===== config.mk =====
export PLATFORM = sky130hd
export DESIGN_NAME = instr_fetch_unit
export DESIGN_NICKNAME = d
export VERILOG_FILES = /design/src/rtl/fetch_pkg.sv /design/src/rtl/fetch_fifo.sv /design/src/rtl/instr_fetch_unit.sv
export SDC_FILE = /design/constraint.sdc
export NUM_CORES = 1
export LEC_CHECK = 0
export CAP_MARGIN = 20
export CORE_ASPECT_RATIO = 0.75
export CORE_MARGIN = 3
export CORE_UTILIZATION = 44
export CTS_BUF_LIST = sky130_fd_sc_hd__clkbuf_8
export DETAILED_ROUTE_END_ITERATION = 10
export PLACE_DENSITY = 0.67
export SYNTH_ARGS = -nofsm -noshare
export SYNTH_HDL_FRONTEND = slang
export SYNTH_HIERARCHICAL = 1
export SYNTH_SLANG_ARGS = --single-unit

===== constraint.sdc =====
create_clock -name clk -period 12.4 [get_ports clk]
set_input_delay 3.1 -clock clk [delete_from_list [all_inputs] [get_ports clk]]
set_output_delay 3.1 -clock clk [all_outputs]
set_load 0.01 [all_outputs]

===== src/rtl/fetch_pkg.sv =====
// Shared types and constants for the instruction fetch stage.
package fetch_pkg;

  localparam int DEFAULT_XLEN  = 32;
  localparam int DEFAULT_DEPTH = 4;

  localparam logic [DEFAULT_XLEN-1:0] NOP_INSTR = 32'h00000013;

  typedef struct packed {
    logic [DEFAULT_XLEN-1:0] instr;
    logic [DEFAULT_XLEN-1:0] pc;
  } fetch_entry_t;

  typedef enum logic [1:0] {
    IDLE  = 2'd0,
    RUN   = 2'd1,
    DRAIN = 2'd2
  } fetch_state_t;

endpackage


===== src/rtl/fetch_fifo.sv =====
// Synchronous circular buffer with a combinational head view and a clear that
// overrides push and pop. DEPTH must be a power of two so the pointers wrap naturally.
module fetch_fifo #(
  parameter int  DEPTH   = 4,
  parameter type entry_t = logic [31:0]
) (
  input  logic                         clk,
  input  logic                         reset,
  input  logic                         push,
  input  entry_t                       push_data,
  input  logic                         pop,
  input  logic                         clear,
  output logic                         full,
  output logic                         empty,
  output logic [$clog2(DEPTH+1)-1:0]   count,
  output entry_t                       head
);

  localparam int AW = (DEPTH > 1) ? $clog2(DEPTH) : 1;
  localparam int CW = $clog2(DEPTH + 1);

  entry_t        mem [DEPTH];
  logic [AW-1:0] wr_ptr_q, wr_ptr_d;
  logic [AW-1:0] rd_ptr_q, rd_ptr_d;
  logic [CW-1:0] count_q, count_d;
  logic          do_push, do_pop;

  // A push into a full buffer is accepted only when a pop frees the slot in the same cycle.
  assign do_pop  = pop && (count_q != '0);
  assign do_push = push && ((count_q != CW'(DEPTH)) || do_pop);

  always_comb begin
    wr_ptr_d = wr_ptr_q;
    rd_ptr_d = rd_ptr_q;
    count_d  = count_q;
    if (clear) begin
      wr_ptr_d = '0;
      rd_ptr_d = '0;
      count_d  = '0;
    end else begin
      if (do_push) wr_ptr_d = wr_ptr_q + AW'(1);
      if (do_pop)  rd_ptr_d = rd_ptr_q + AW'(1);
      count_d = count_q + CW'(do_push) - CW'(do_pop);
    end
  end

  always_ff @(posedge clk) begin
    if (!reset) begin
      wr_ptr_q <= '0;
      rd_ptr_q <= '0;
      count_q  <= '0;
    end else begin
      wr_ptr_q <= wr_ptr_d;
      rd_ptr_q <= rd_ptr_d;
      count_q  <= count_d;
    end
  end

  always_ff @(posedge clk) begin
    if (do_push && !clear) mem[wr_ptr_q] <= push_data;
  end

  assign full  = (count_q == CW'(DEPTH));
  assign empty = (count_q == '0);
  assign count = count_q;
  assign head  = mem[rd_ptr_q];

endmodule


===== src/rtl/instr_fetch_unit.sv =====
// Fetch stage: issues PC-tagged requests under a credit limit, pairs in-order
// responses with their PCs, and discards in-flight fetches after a redirect.
module instr_fetch_unit
  import fetch_pkg::*;
#(
  parameter int DEPTH = DEFAULT_DEPTH,
  parameter int XLEN  = DEFAULT_XLEN
) (
  input  logic            clk,
  input  logic            reset,
  input  logic [XLEN-1:0] pc_in,
  output logic            pc_write_enable,
  output logic            imem_req_valid,
  output logic [XLEN-1:0] imem_req_addr,
  input  logic            imem_req_ready,
  input  logic            imem_resp_valid,
  input  logic [XLEN-1:0] imem_resp_data,
  input  logic            flush,
  output logic            id_valid,
  output logic [XLEN-1:0] id_instr,
  output logic [XLEN-1:0] id_pc,
  input  logic            id_ready
);

  localparam int CW = $clog2(DEPTH + 1);

  fetch_state_t    state_q, state_d;
  logic [CW-1:0]   outst_q, outst_d;
  logic [CW-1:0]   drop_q, drop_d;
  logic [CW-1:0]   occ, pend_count;
  logic            credit, req_accept, resp_fire, resp_drop, resp_keep, id_pop;
  logic            pend_full, pend_empty, instr_full, instr_empty;
  logic [XLEN-1:0] pend_head;
  fetch_entry_t    instr_push_data, instr_head;

  // Credit uses registered counts only, so frees take effect one cycle later.
  assign credit     = ({1'b0, occ} + {1'b0, outst_q}) < (CW+1)'(DEPTH);
  assign req_accept = imem_req_valid && imem_req_ready;
  assign resp_fire  = imem_resp_valid && (outst_q != '0);
  assign resp_drop  = resp_fire && (drop_q != '0);
  assign resp_keep  = resp_fire && (drop_q == '0) && !flush;
  assign id_pop     = id_valid && id_ready && !flush;

  always_comb begin
    outst_d = outst_q;
    drop_d  = drop_q;
    if (flush) begin
      // Everything still in flight after this cycle must be discarded on arrival.
      outst_d = outst_q - CW'(resp_fire);
      drop_d  = outst_d;
    end else begin
      outst_d = outst_q + CW'(req_accept) - CW'(resp_fire);
      drop_d  = drop_q - CW'(resp_drop);
    end
  end

  always_ff @(posedge clk) begin
    if (!reset) begin
      outst_q <= '0;
      drop_q  <= '0;
    end else begin
      outst_q <= outst_d;
      drop_q  <= drop_d;
    end
  end

  always_ff @(posedge clk) begin
    if (!reset) state_q <= IDLE;
    else        state_q <= state_d;
  end

  always_comb begin
    state_d = state_q;
    case (state_q)
      IDLE:    state_d = RUN;
      RUN:     if (flush && (drop_d != '0)) state_d = DRAIN;
      DRAIN:   if (drop_d == '0) state_d = RUN;
      default: state_d = IDLE;
    endcase
  end

  always_comb begin
    imem_req_valid  = (state_q == RUN) && credit && !flush;
    imem_req_addr   = pc_in;
    pc_write_enable = (imem_req_valid && imem_req_ready) || flush;
    id_valid        = !instr_empty;
    id_instr        = id_valid ? instr_head.instr : XLEN'(NOP_INSTR);
    id_pc           = id_valid ? instr_head.pc : '0;
  end

  assign instr_push_data = '{instr: imem_resp_data, pc: pend_head};

  fetch_fifo #(
    .DEPTH   (DEPTH),
    .entry_t (logic [XLEN-1:0])
  ) u_pend_fifo (
    .clk       (clk),
    .reset     (reset),
    .push      (req_accept),
    .push_data (pc_in),
    .pop       (resp_keep),
    .clear     (flush),
    .full      (pend_full),
    .empty     (pend_empty),
    .count     (pend_count),
    .head      (pend_head)
  );

  fetch_fifo #(
    .DEPTH   (DEPTH),
    .entry_t (fetch_entry_t)
  ) u_instr_fifo (
    .clk       (clk),
    .reset     (reset),
    .push      (resp_keep),
    .push_data (instr_push_data),
    .pop       (id_pop),
    .clear     (flush),
    .full      (instr_full),
    .empty     (instr_empty),
    .count     (occ),
    .head      (instr_head)
  );

  // Every in-flight fetch is either awaiting its PC pairing or marked for discard.
  always_ff @(posedge clk) begin
    if (reset) begin
      assert (pend_count == CW'(outst_q - drop_q));
      assert (!(resp_keep && pend_empty));
      assert (!(resp_keep && instr_full && !id_pop));
      assert (!(req_accept && pend_full));
    end
  end

endmodule


### Yosys cells after proc, flatten, opt, wreduce, memory -nomap -nowiden

Memories as Yosys holds them, arrays and structs flattened. A register that Yosys moved wholly into a read port is not among the register bits.
Index checks and enable logic that the tools add are counted.

| word-level totals | value |
|---|---|
| logic and storage cells | 79 |
| register bits after elaboration | 22 |
| bits of input ports | 70 |
| memories | 2 |
| bits in writable memories | 384 |

| operators by class | value |
|---|---|
| reduce and logical (&&, ||, !) cells | 32 |
| multiplexer cells | 15 |
| bitwise operators | 1 |
| $lt $le $gt $ge | 1 |
| equal/unequal tests | 6 |
| $add $sub $neg | 13 |

Memories:

| name | depth | width | rd ports | clocked after memory_dff | wr ports | line | RTL |
|---|---|---|---|---|---|---|---|
| u_instr_fifo.mem | 4 | 64 | 1 | 1 | 1 | fetch_fifo.sv:22 | `entry_t mem [DEPTH];` |
| u_pend_fifo.mem | 4 | 32 | 1 | 1 | 1 | fetch_fifo.sv:22 |  |

Operator list:

| cell | count |
|---|---|
| 32-bit 2-to-1 mux | 2 |
| 1-bit logical AND | 16 |
| 3-bit nonzero test | 5 |
| 3-bit by 1-bit subtractor with 3-bit output | 5 |
| 2-bit 2-to-1 mux | 6 |
| 3-bit by 1-bit adder with 3-bit output | 3 |
| 3-bit zero test | 3 |
| 2-bit by 1-bit adder with 2-bit output (second input constant) | 4 |
| 3-bit 2-to-1 mux | 2 |
| 3-bit inequality test (second input constant) | 2 |
| 2-bit case mux with 3 select lines | 1 |
| 3-bit by 3-bit adder with 4-bit output | 1 |
| 4-bit by 3-bit < comparator with 1-bit output (second input constant) | 1 |
| 1-bit 2-to-1 mux | 4 |
| 2-bit inequality test (second input constant) | 2 |
| 1-bit logical OR | 3 |
| 2-bit by 1-bit equality test with 1-bit output (second input constant) | 1 |
| 2-bit equality test (second input constant) | 1 |
| 1-bit zero test | 2 |
| 2-bit zero test | 1 |
| 2-bit AND reduction | 1 |
| 2-bit OR reduction | 1 |
| 1-bit inverter | 1 |

### Depth between registers and ports, before layout

Gate-level depths: netlist of run 1.

| depth | value |
|---|---|
| depth in word-level cells | 10 |
| mapped depth | 13 |
| depth with buffers taken out | 13 |

### Modules after synthesis

Netlist of run 1, hierarchy kept.

By module, submodules not included:

| module | area each (sq um) | seq. area each (sq um) | cells an instance | times used |
|---|---|---|---|---|
| fetch_fifo (u_instr_fifo) | 9696.8 | 7867.5 | 387 | 1 |
| fetch_fifo (u_pend_fifo) | 5084.9 | 4023.9 | 220 | 1 |
| instr_fetch_unit | 1278.7 | 160.2 | 175 | 1 |

### Worst setup path after synthesis of run 1

Ideal clock, no wire load.

| timing path | value |
|---|---|
| path kind | in2reg |
| from | input flush |
| to | memory u_instr_fifo/mem[1][0] (netlist name) (enable) |
| required time | 11.822 ns |
| cell stages on the path | 5 |
| data arrival time | 8.981 ns |
| slack | 2.841 ns |
| path buffers | 2 |
| cells stage by stage | buf_6 buf_6 nor3b_1 nand2_1 nor3b_1 |

RTL lines:

| item | line | RTL |
|---|---|---|
| start, declared | instr_fetch_unit.sv:18 | `input logic flush,` |
| 1-bit zero test | instr_fetch_unit.sv:41 | `assign resp_keep = resp_fire && (drop_q == '0) && !flush;` |
| 1-bit logical AND | instr_fetch_unit.sv:41 |  |
| net resp_keep | instr_fetch_unit.sv:31 | `logic credit, req_accept, resp_fire, resp_drop, resp_keep, id_pop;` |
| 1-bit logical AND | fetch_fifo.sv:30 | `assign do_push = push && ((count_q != CW'(DEPTH)) \|\| do_pop);` |
| 1-bit logical AND | fetch_fifo.sv:60 | `if (do_push && !clear) mem[wr_ptr_q] <= push_data;` |
| 1-bit 2-to-1 mux | fetch_fifo.sv:60 |  |
| 1-bit 2-to-1 mux (not written as such) | fetch_fifo.sv:60 |  |
| end, declared | fetch_fifo.sv:22 |  |

The timed path passes the listed nets, and every way through them passes these cells.

### Worst setup path in the final report of run 1

| timing path | value |
|---|---|
| from | input flush |
| to | output pc_write_enable |

| between the ends | value |
|---|---|
| word-level cells in the longest chain between the ends | 4 |

RTL lines:

| item | line | RTL |
|---|---|---|
| 1-bit zero test | instr_fetch_unit.sv:83 | `imem_req_valid = (state_q == RUN) && credit && !flush;` |
| 1-bit logical AND | instr_fetch_unit.sv:83 |  |
| 1-bit logical AND | instr_fetch_unit.sv:85 | `pc_write_enable = (imem_req_valid && imem_req_ready) \|\| flush;` |
| 1-bit logical OR * | instr_fetch_unit.sv:85 |  |
| end, declared | instr_fetch_unit.sv:12 | `output logic pc_write_enable,` |

Every way passes the cells marked *; elsewhere a longest branch is shown, timed or not.

==> results of run 1 <==
worst reg2reg max path: stages (launching register included):
cell and delay (ps):
dfxtp_1 420, nor3_2 330, buf_4 710, nor3b_1 250, or4b_4 560, nand3_1 100, o21ai_0 90, ha_1 200
inv_1 60, fa_1 180, xor2_1 170, and2_2 160, nor3_1 40
registers in the layout (all words and copies together) (netlist names), named ones only:
signal                 count
u_instr_fifo/wr_ptr_q      2
u_instr_fifo/mem         256
u_pend_fifo/mem          128
u_instr_fifo/count         3
outst_q                    3
u_instr_fifo/rd_ptr_q      2
u_pend_fifo/wr_ptr_q       2
drop_q                     3
state_q                    2
u_pend_fifo/count          3
u_pend_fifo/rd_ptr_q       2
cell usage in the layout, fill, tap and decap left out, types with 3 or more instances in the layout:
cell / count
nor2b_1: 57
fa_1: 3
or2_2: 5
nand2_1: 9
ha_1: 18
edfxtp_1: 384
clkbuf_8: 66
a21oi_1: 9
nand2b_1: 7
buf_4: 17
and2b_1: 4
nor2_1: 18
clkinv_2: 6
clkdlybuf4s50_1: 168
mux4_2: 96
clkinv_1: 11
nand3_1: 9
inv_1: 46
o21ai_0: 9
nor3_1: 3
dfxtp_1: 22
xor2_1: 8
nor3b_2: 8
o31ai_1: 3
power breakdown:
group          switching [mW]  internal, mW
Clock                   0.486         0.529
Sequential             0.0167          1.55
Combinational           0.123         0.115
layout make-up:
class,instances,area [µm²]
fill,2758,16100
sequential,410,12100
multi-input combinational,285,3540
timing repair buffer,185,1810
clock buffer,66,908
tap,457,572
clock inverter,46,238
inverter,20,75.1
path summary, 6_finish.rpt:
kind | start | endpoint | slack (ps) | cells past startpoint
hold reg to reg | u_instr_fifo/rd_ptr_q[0]$_SDFFE_PP0N_ | flip-flop | 530 | 2
setup reg to reg | u_instr_fifo/count[1]$_SDFF_PP0_ | u_instr_fifo/count[2]$_SDFF_PP0_ | 9010 | 12
hold / removal | u_instr_fifo/rd_ptr_q[0]$_SDFFE_PP0N_ | flip-flop | 530 | 2
setup / recovery | flush | pc_write_enable | 4330 | 7
per-layer routing:
| layer | up-vias | share of wire, % |
|---|---|---|
| met3 | 53 | 5.7 |
| met2 | 203 | 47 |
| met4 | 0 | 1.9 |
| met1 | 3928 | 45 |
| li1 | 3454 | - |
| met5 | - | 0 |
per-stage QoR:
step	total power, mW	instance area, µm²	setup WS (ps)
2_1_floorplan	1.74	16000	2840
3_3_place_gp	1.83	18100	4370
3_5_place_dp	1.84	18100	4300
4_1_cts	2.86	19200	4300
5_1_grt	2.94	19200	4190
6_report	2.82	19200	4330
==> flow_metrics.tcl, run 1 <==
set metrics [dict create \
    status "finished clean" \
    cp_cell_sequence "clkdlybuf4s50_1, buf_4, nor4_1, and4b_1, nand2_1, nand2b_1, clkdlybuf4s50_1" \
    globalplace.congestion 0.753 \
    cp_slowest_stage_delay_ps 530 \
    wl_mm 30.2 \
    ctsHtreeMaxLevel 2 \
    avgViaCountPerCell 5.20 \
    grt_max_degree 65 \
    ys_warn_count 6 \
    vias 7638 \
    io_pins 169 \
    critPathMaxFanout 30 \
    ir_worst_vdd_uv 64.8 \
    slowest_stage "clkdlybuf4s50_1" \
    die_area_um2 38800 \
    synthesis.area_um2 16000 \
    dp.cells 1357 \
    drv_cap 0 \
    crit_buf_inv 3 \
    critPathTopFamily "buffers and inverters" \
    clockBufferDepth 3 \
    drv_slew 0 \
    gr-usage-met1_pct 21.7 \
    fp.dieH_um 171 \
    endpoint_kind "output port" \
    slew_headroom_pct 31.3 \
    worst_pin_slew_ps 1030 \
    hold_path_class "flip-flop to flip-flop" \
    fin_crit_sh_pct 65.1 \
    grt_usage_pct 15.8 \
    root_buffer "clkbuf_8" \
    ant_nets 0 \
    drc 0 \
    core_um2 35300 \
    grt-ovfl-total 0 \
    critPathRequiredTime_ps 9300 \
    drt_pass1_iterations 4 \
    antenna_found_initial 0 \
    final_cells 1469 \
    setup_viol_count_final 0 \
    syn_nets 870 \
    synth_area_per_cell_um2 20.6 \
    grt_pass1_vias 8061 \
    holdWs_ps 525 \
    drive_above_1_share_pct 20.8 \
    grt-busiest-layer "met2" \
    fmaxAchievable_ghz 0.124 \
    initial_core_util_pct 45.5 \
    crit_arrival_ps 4970 \
    cp_common_cell "clkdlybuf4s50_1" \
    cts_setup_buffers 0 \
    io_buffer_count 168 \
    wl_per_cell_um 20.6 \
    path_clk_slew_ps 60 \
    grt_pass1_wl_mm 46.9 \
    powerDensity_nw_per_um2 147 \
    nets 1054 \
    cts_buffers 61 \
    die_w_um 226 \
    hold_buffers 0 \
    criticalPathCategory "input pin to output port" \
    hpwl_mm 17.0 \
    ctsResizeCount 0 \
    min_period_ps 8070 \
    area.growth.synth_to_final_pct 19.7 \
    cts_tree "done" \
    tns_ps 0 \
    fin_skew_ps 36.2 \
    final_util_pct 54.4 \
    first_iter_violations 505 \
    synthCells 779 \
    start_kind "input pin" \
    worstSkewPairLatency_ps 600 \
    grt_use_met3_pct 3.43 \
    diodes 0 \
    hold_viol_final 0 \
    total_leakage_power_nw 6.11 \
    clkSinkCount 410 \
    rows 59 \
    rsz0062_at_grt "no" \
    grtUsageMet2_pct 25.9 \
]
Note: power is estimated with default switching activity, not from simulation.
==> run 2, diff against run 1 <==
==> constraint.sdc (replaced) <==
create_clock -name clk -period 8.45 [get_ports clk]
set_input_delay 2.1125 -clock clk [delete_from_list [all_inputs] [get_ports clk]]
set_output_delay 2.1125 -clock clk [all_outputs]
set_load 0.01 [all_outputs]
==> run 2 against run 1 <==
  * Via count decreased by 0.67%
  * First-iteration DRC count increased by 5.1%
  * Critical path depth unchanged
  * Flip-flop and latch count unchanged
  * Clock power increased by 48%
  * Register-to-register slack got worse by 3900 ps
  * Critical path type unchanged
  * Critical endpoint unchanged
  * Highest routed layer unchanged
==> flow_metrics.tcl, run 2 (same netlist as run 1, synthesis figures left out) <==
set metrics [dict create \
    cts_setup_buffers 0 \
    ctsResizeCount 0 \
    drv_slew 0 \
    rows 59 \
    hold_path_class "flip-flop to flip-flop" \
    drive_above_1_share_pct 20.5 \
    globalplace.congestion 0.730 \
    avgViaCountPerCell 5.18 \
    grt_pass1_wl_mm 46.7 \
    criticalPathCategory "input pin to output port" \
    fillCellCount 2747 \
    final_common_cell "edfxtp_1" \
    total_leakage_power_nw 6.04 \
    grt_pass1_vias 7973 \
    cts_tree "done" \
    swShare_pct 22.2 \
    drt_pass1_iterations 4 \
    ctsHtreeMaxLevel 2 \
    antenna_found_initial 0 \
    setup_viol_count_final 0 \
    hold_buffers 0 \
    power_mw 4.16 \
    fin_skew_ps 26.7 \
    slew_headroom_pct 29.7 \
    diodes 0 \
    largest_register_ffs 256 \
    multi_input_area_um2 3540 \
    fin_crit_sh_pct 72.5 \
    ant_nets 0 \
    drc 0 \
    powerDensity_nw_per_um2 217 \
    worstHoldPathCells 2 \
    initial_core_util_pct 45.5 \
    clockBufferDepth 3 \
    p_switching_mw 0.922 \
    worst_slack_ps 2320 \
    fmaxAchievable_ghz 0.163 \
    ir_worst_vdd_uv 115 \
    grt_usage_pct 15.9 \
    hold_viol_final 0 \
    wl_per_cell_um 20.7 \
    root_buffer "clkbuf_8" \
    cts_buffers 60 \
    start_kind "input pin" \
    worst_pin_slew_ps 1050 \
    io_buffer_count 168 \
    clkSinkCount 410 \
    die_w_um 226 \
    most-common-layout-cells "384 x edfxtp_1, 168 x clkdlybuf4s50_1, 96 x mux4_2" \
    place_ws_ps 2310 \
    ff_latch_area_um2 12100 \
    endpoint_kind "output port" \
    first_iter_violations 531 \
    min_period_ps 6130 \
    core_um2 35300 \
    hpwl_mm 16.7 \
    critPathMaxFanout 30 \
    rsz0062_at_grt "no" \
    nets 1050 \
    share_comb_of_total_power_pct 8.3 \
    path_clk_slew_ps 60 \
    wl_mm 30.4 \
    reg2reg_to "u_instr_fifo/mem[2][55]$_DFFE_PP_" \
    p_clk_share_pct 36.4 \
    reg2reg_slack_ps 5090 \
    critPathRequiredTime_ps 6340 \
    fp.dieH_um 171 \
    drv_cap 0 \
    io_pins 169 \
    seqPwrFrac_pct 55.3 \
    crit_arrival_ps 4020 \
    vias 7587 \
    die_area_um2 38800 \
    status "finished clean" \
    reg_top3 "u_instr_fifo/mem x256, u_pend_fifo/mem x128" \
    grt-ovfl-total 0 \
    reg2reg_from "u_instr_fifo/count[1]$_SDFF_PP0_" \
    reg2regPathDepth 7 \
    area.growth.synth_to_final_pct 19.6 \
    internal_power_mw 3.24 \
    top_register "u_instr_fifo/mem" \
    grt_max_degree 65 \
    worstSkewPairLatency_ps 610 \
    hold_path_end "u_pend_fifo/wr_ptr_q[0]$_SDFFE_PP0P_" \
    min_from "u_pend_fifo/wr_ptr_q[0]$_SDFFE_PP0P_" \
]
[run 2: worst max-delay path by stage]
stage           from                               end  slack (ps)  depth (start not counted)
3_3_place_gp   flush                   pc_write_enable        2380                          7
2_1_floorplan  flush  u_instr_fifo/mem[1][0]$_DFFE_PP_        -120                          5
6_report       flush                   pc_write_enable        2320                          7
5_1_grt        flush                   pc_write_enable        2140                          7
3_5_place_dp   flush                   pc_write_enable        2310                          7
4_1_cts        flush                   pc_write_enable        2310                          7
[run 2: per-stage QoR]
stage	setup TNS, ps	instance area (µm²)	utilization, %	instances	hold slack, ps
after floorplan	-28560	16000	-	779	484
after global placement	0	18000	51.1	1354	502
after detailed placement	0	18000	51.1	1354	512
after CTS	0	19200	54.4	1466	530
after global routing	0	19200	54.4	1466	557
final	0	19200	54.4	1466	531
[run 2: layer usage]
metal	track usage, %	share of wire [%]	up-vias
met5	0	0	-
met4	4.66	2.0	0
met3	3.26	5.6	49
met2	25.7	48	217
met1	22.1	45	3878
li1	-	-	3443
[run 2: power by group through the flow]
stage          sequential, mW  clock, mW  combinational, mW
2_1_floorplan            2.34          0              0.208
3_3_place_gp             2.34          0              0.345
3_5_place_dp             2.34          0              0.351
4_1_cts                  2.30       1.56              0.352
5_1_grt                  2.30       1.66              0.388
6_report                 2.30       1.51              0.347
[run 2: area by class of cell]
type,instances,share of cell area [%]
flip-flops and latches,410,62.9
multi-input cells,285,18.4
repair buffers,182,9.31
clock buffers,61,4.38
well taps,457,2.98
inverters,20,0.391
clock inverters,51,1.63
[run 2: critical path, cell delays in order]
cell	delay (ps)
clkdlybuf4s50_1	400
buf_4	230
nor4_1	310
and4b_1	260
nand2_1	100
nand2b_1	80
clkdlybuf4s50_1	530
==> run 3, diff against run 2 <==
==> constraint.sdc (replaced) <==
create_clock -name clk -period 6 [get_ports clk]
set_input_delay 1.5 -clock clk [delete_from_list [all_inputs] [get_ports clk]]
set_output_delay 1.5 -clock clk [all_outputs]
set_load 0.01 [all_outputs]
==> run 3 against run 2 <==
  * Count of clock-buffer cells in the layout grew 3
  * Sequential power grew 41%
  * Combinational power grew 41%
  * Flip-flop and latch count is the same
  * Clock skew shrank 7.3 ps
  * Via count grew 0.41%
  * Sequential share of layout area is essentially flat
  * Worst hold slack lost 6.3 ps
  * Global-route usage grew 0.21 points
  * Final cell count grew 0.20%
  * Clock power grew 37%
  * Critical path type unchanged
  * Largest power group unchanged
==> flow_metrics.tcl, run 3 (same netlist as run 1, synthesis figures left out) <==
set metrics [dict create \
    cp_common_cell "clkdlybuf4s50_1" \
    worst_pin_slew_ps 1050 \
    fmaxAchievable_ghz 0.214 \
    most-common-layout-cells "384 x edfxtp_1, 168 x clkdlybuf4s50_1, 96 x mux4_2" \
    globalplace.congestion 0.739 \
    reg_top3 "u_instr_fifo/mem x256, u_pend_fifo/mem x128" \
    rows 59 \
    critPathMaxFanout 3 \
    clkSinkCount 410 \
    fin_skew_ps 19.4 \
    dpl-instance-area_um2 18100 \
    core_um2 35300 \
    drv_slew 0 \
    grt-ovfl-total 0 \
    first_iter_violations 487 \
    die_area_um2 38800 \
    slew_headroom_pct 29.9 \
    clockBufferDepth 3 \
    final_common_cell "edfxtp_1" \
    cts_tree "done" \
    die_w_um 226 \
    avgViaCountPerCell 5.19 \
    antenna_found_initial 0 \
    ctsResizeCount 0 \
    tns_ps 0 \
    cp_slowest_stage_delay_ps 530 \
    worstHoldPathCells 2 \
    drv_cap 0 \
    cts_setup_buffers 0 \
    grt_usage_pct 16.1 \
    crit_arrival_ps 3170 \
    reg2regPathDepth 13 \
    root_buffer "clkbuf_8" \
    path_clk_slew_ps 60 \
    grt_pass1_wl_mm 47.2 \
    largest_register_ffs 256 \
    io_pins 169 \
    diodes 0 \
    worstSkewPairLatency_ps 600 \
    io_buffer_count 168 \
    fin_crit_sh_pct 77.9 \
    powerDensity_nw_per_um2 302 \
    hold_buffers 0 \
    cts_buffers 61 \
    nets 1055 \
    rsz0062_at_grt "no" \
    cp_cell_sequence "clkdlybuf4s50_1, nor4_1, and4b_1, nand2_1, nand2b_1, clkdlybuf4s50_1" \
    status "finished clean" \
    hold_viol_final 0 \
    holdWs_ps 525 \
    start_kind "input pin" \
    wl_mm 30.6 \
    area.growth.synth_to_final_pct 19.7 \
    criticalPathCategory "input pin to output port" \
    ir_worst_vdd_uv 152 \
    initial_core_util_pct 45.5 \
    final_util_pct 54.4 \
    drive_above_1_share_pct 20.8 \
    total_leakage_power_nw 6.08 \
    endpoint_kind "output port" \
    top_register "u_instr_fifo/mem" \
    hold_path_class "flip-flop to flip-flop" \
    fp.dieH_um 171 \
    vias 7618 \
    drc 0 \
    setup_viol_count_final 0 \
    drt_pass1_iterations 5 \
    wl_per_cell_um 20.8 \
    ctsHtreeMaxLevel 2 \
    critPathRequiredTime_ps 4500 \
    min_period_ps 4670 \
    grt_pass1_vias 8052 \
    hpwl_mm 17.3 \
    ant_nets 0 \
    postLayoutCellArea_um2 19200 \
    grt_max_degree 65 \
    slowest_stage "clkdlybuf4s50_1" \
]
run 3: worst paths after layout:
check / startpoint / to / slack (ps)
worst max-delay path: flush / pc_write_enable / 1330
worst min-delay path: u_instr_fifo/wr_ptr_q[1]$_SDFFE_PP0P_ / u_instr_fifo/wr_ptr_q[1]$_SDFFE_PP0P_ / 520
worst max register to register: u_instr_fifo/count[2]$_SDFF_PP0_ / u_pend_fifo/count[2]$_SDFF_PP0_ / 2980
worst min register to register: u_instr_fifo/wr_ptr_q[1]$_SDFFE_PP0P_ / u_instr_fifo/wr_ptr_q[1]$_SDFFE_PP0P_ / 520
run 3: through the flow:
step | worst slack (ps) | total power, mW | instances
after global routing | 1140 | 6.08 | 1469
after detailed placement | 1330 | 3.79 | 1358
final | 1330 | 5.80 | 1469
after floorplan | -1960 | 3.59 | 779
after global placement | 1390 | 3.78 | 1358
after CTS | 1260 | 5.88 | 1469
run 3: power breakdown:
part	internal, mW	switching [mW]	total (mW)	leakage [nW]
clock	1.07	1.00	2.07	0.655
combinational	0.239	0.252	0.490	1.76
sequential	3.20	0.0351	3.24	3.67
run 3: worst max-delay path: cells and delay by family:
family	cells	cell delay (ps)
buffers and inverters	2	960
AND/OR/NAND/NOR	4	720
run 3: final cells by class:
class                      count  area, µm²
clock buffer                  64        881
clock inverter                47        241
fill                        2764      16100
inverter                      20       75.1
multi-input combinational    285       3540
sequential                   410      12100
tap                          457        572
timing repair buffer         186       1830
run 3: layer usage:
metal	wire, µm	share of wire (%)	GRT usage (%)
met5	0	0	0
met4	692	2.3	4.80
met3	1700	5.6	3.50
met2	14400	47	25.2
met1	13800	45	22.9
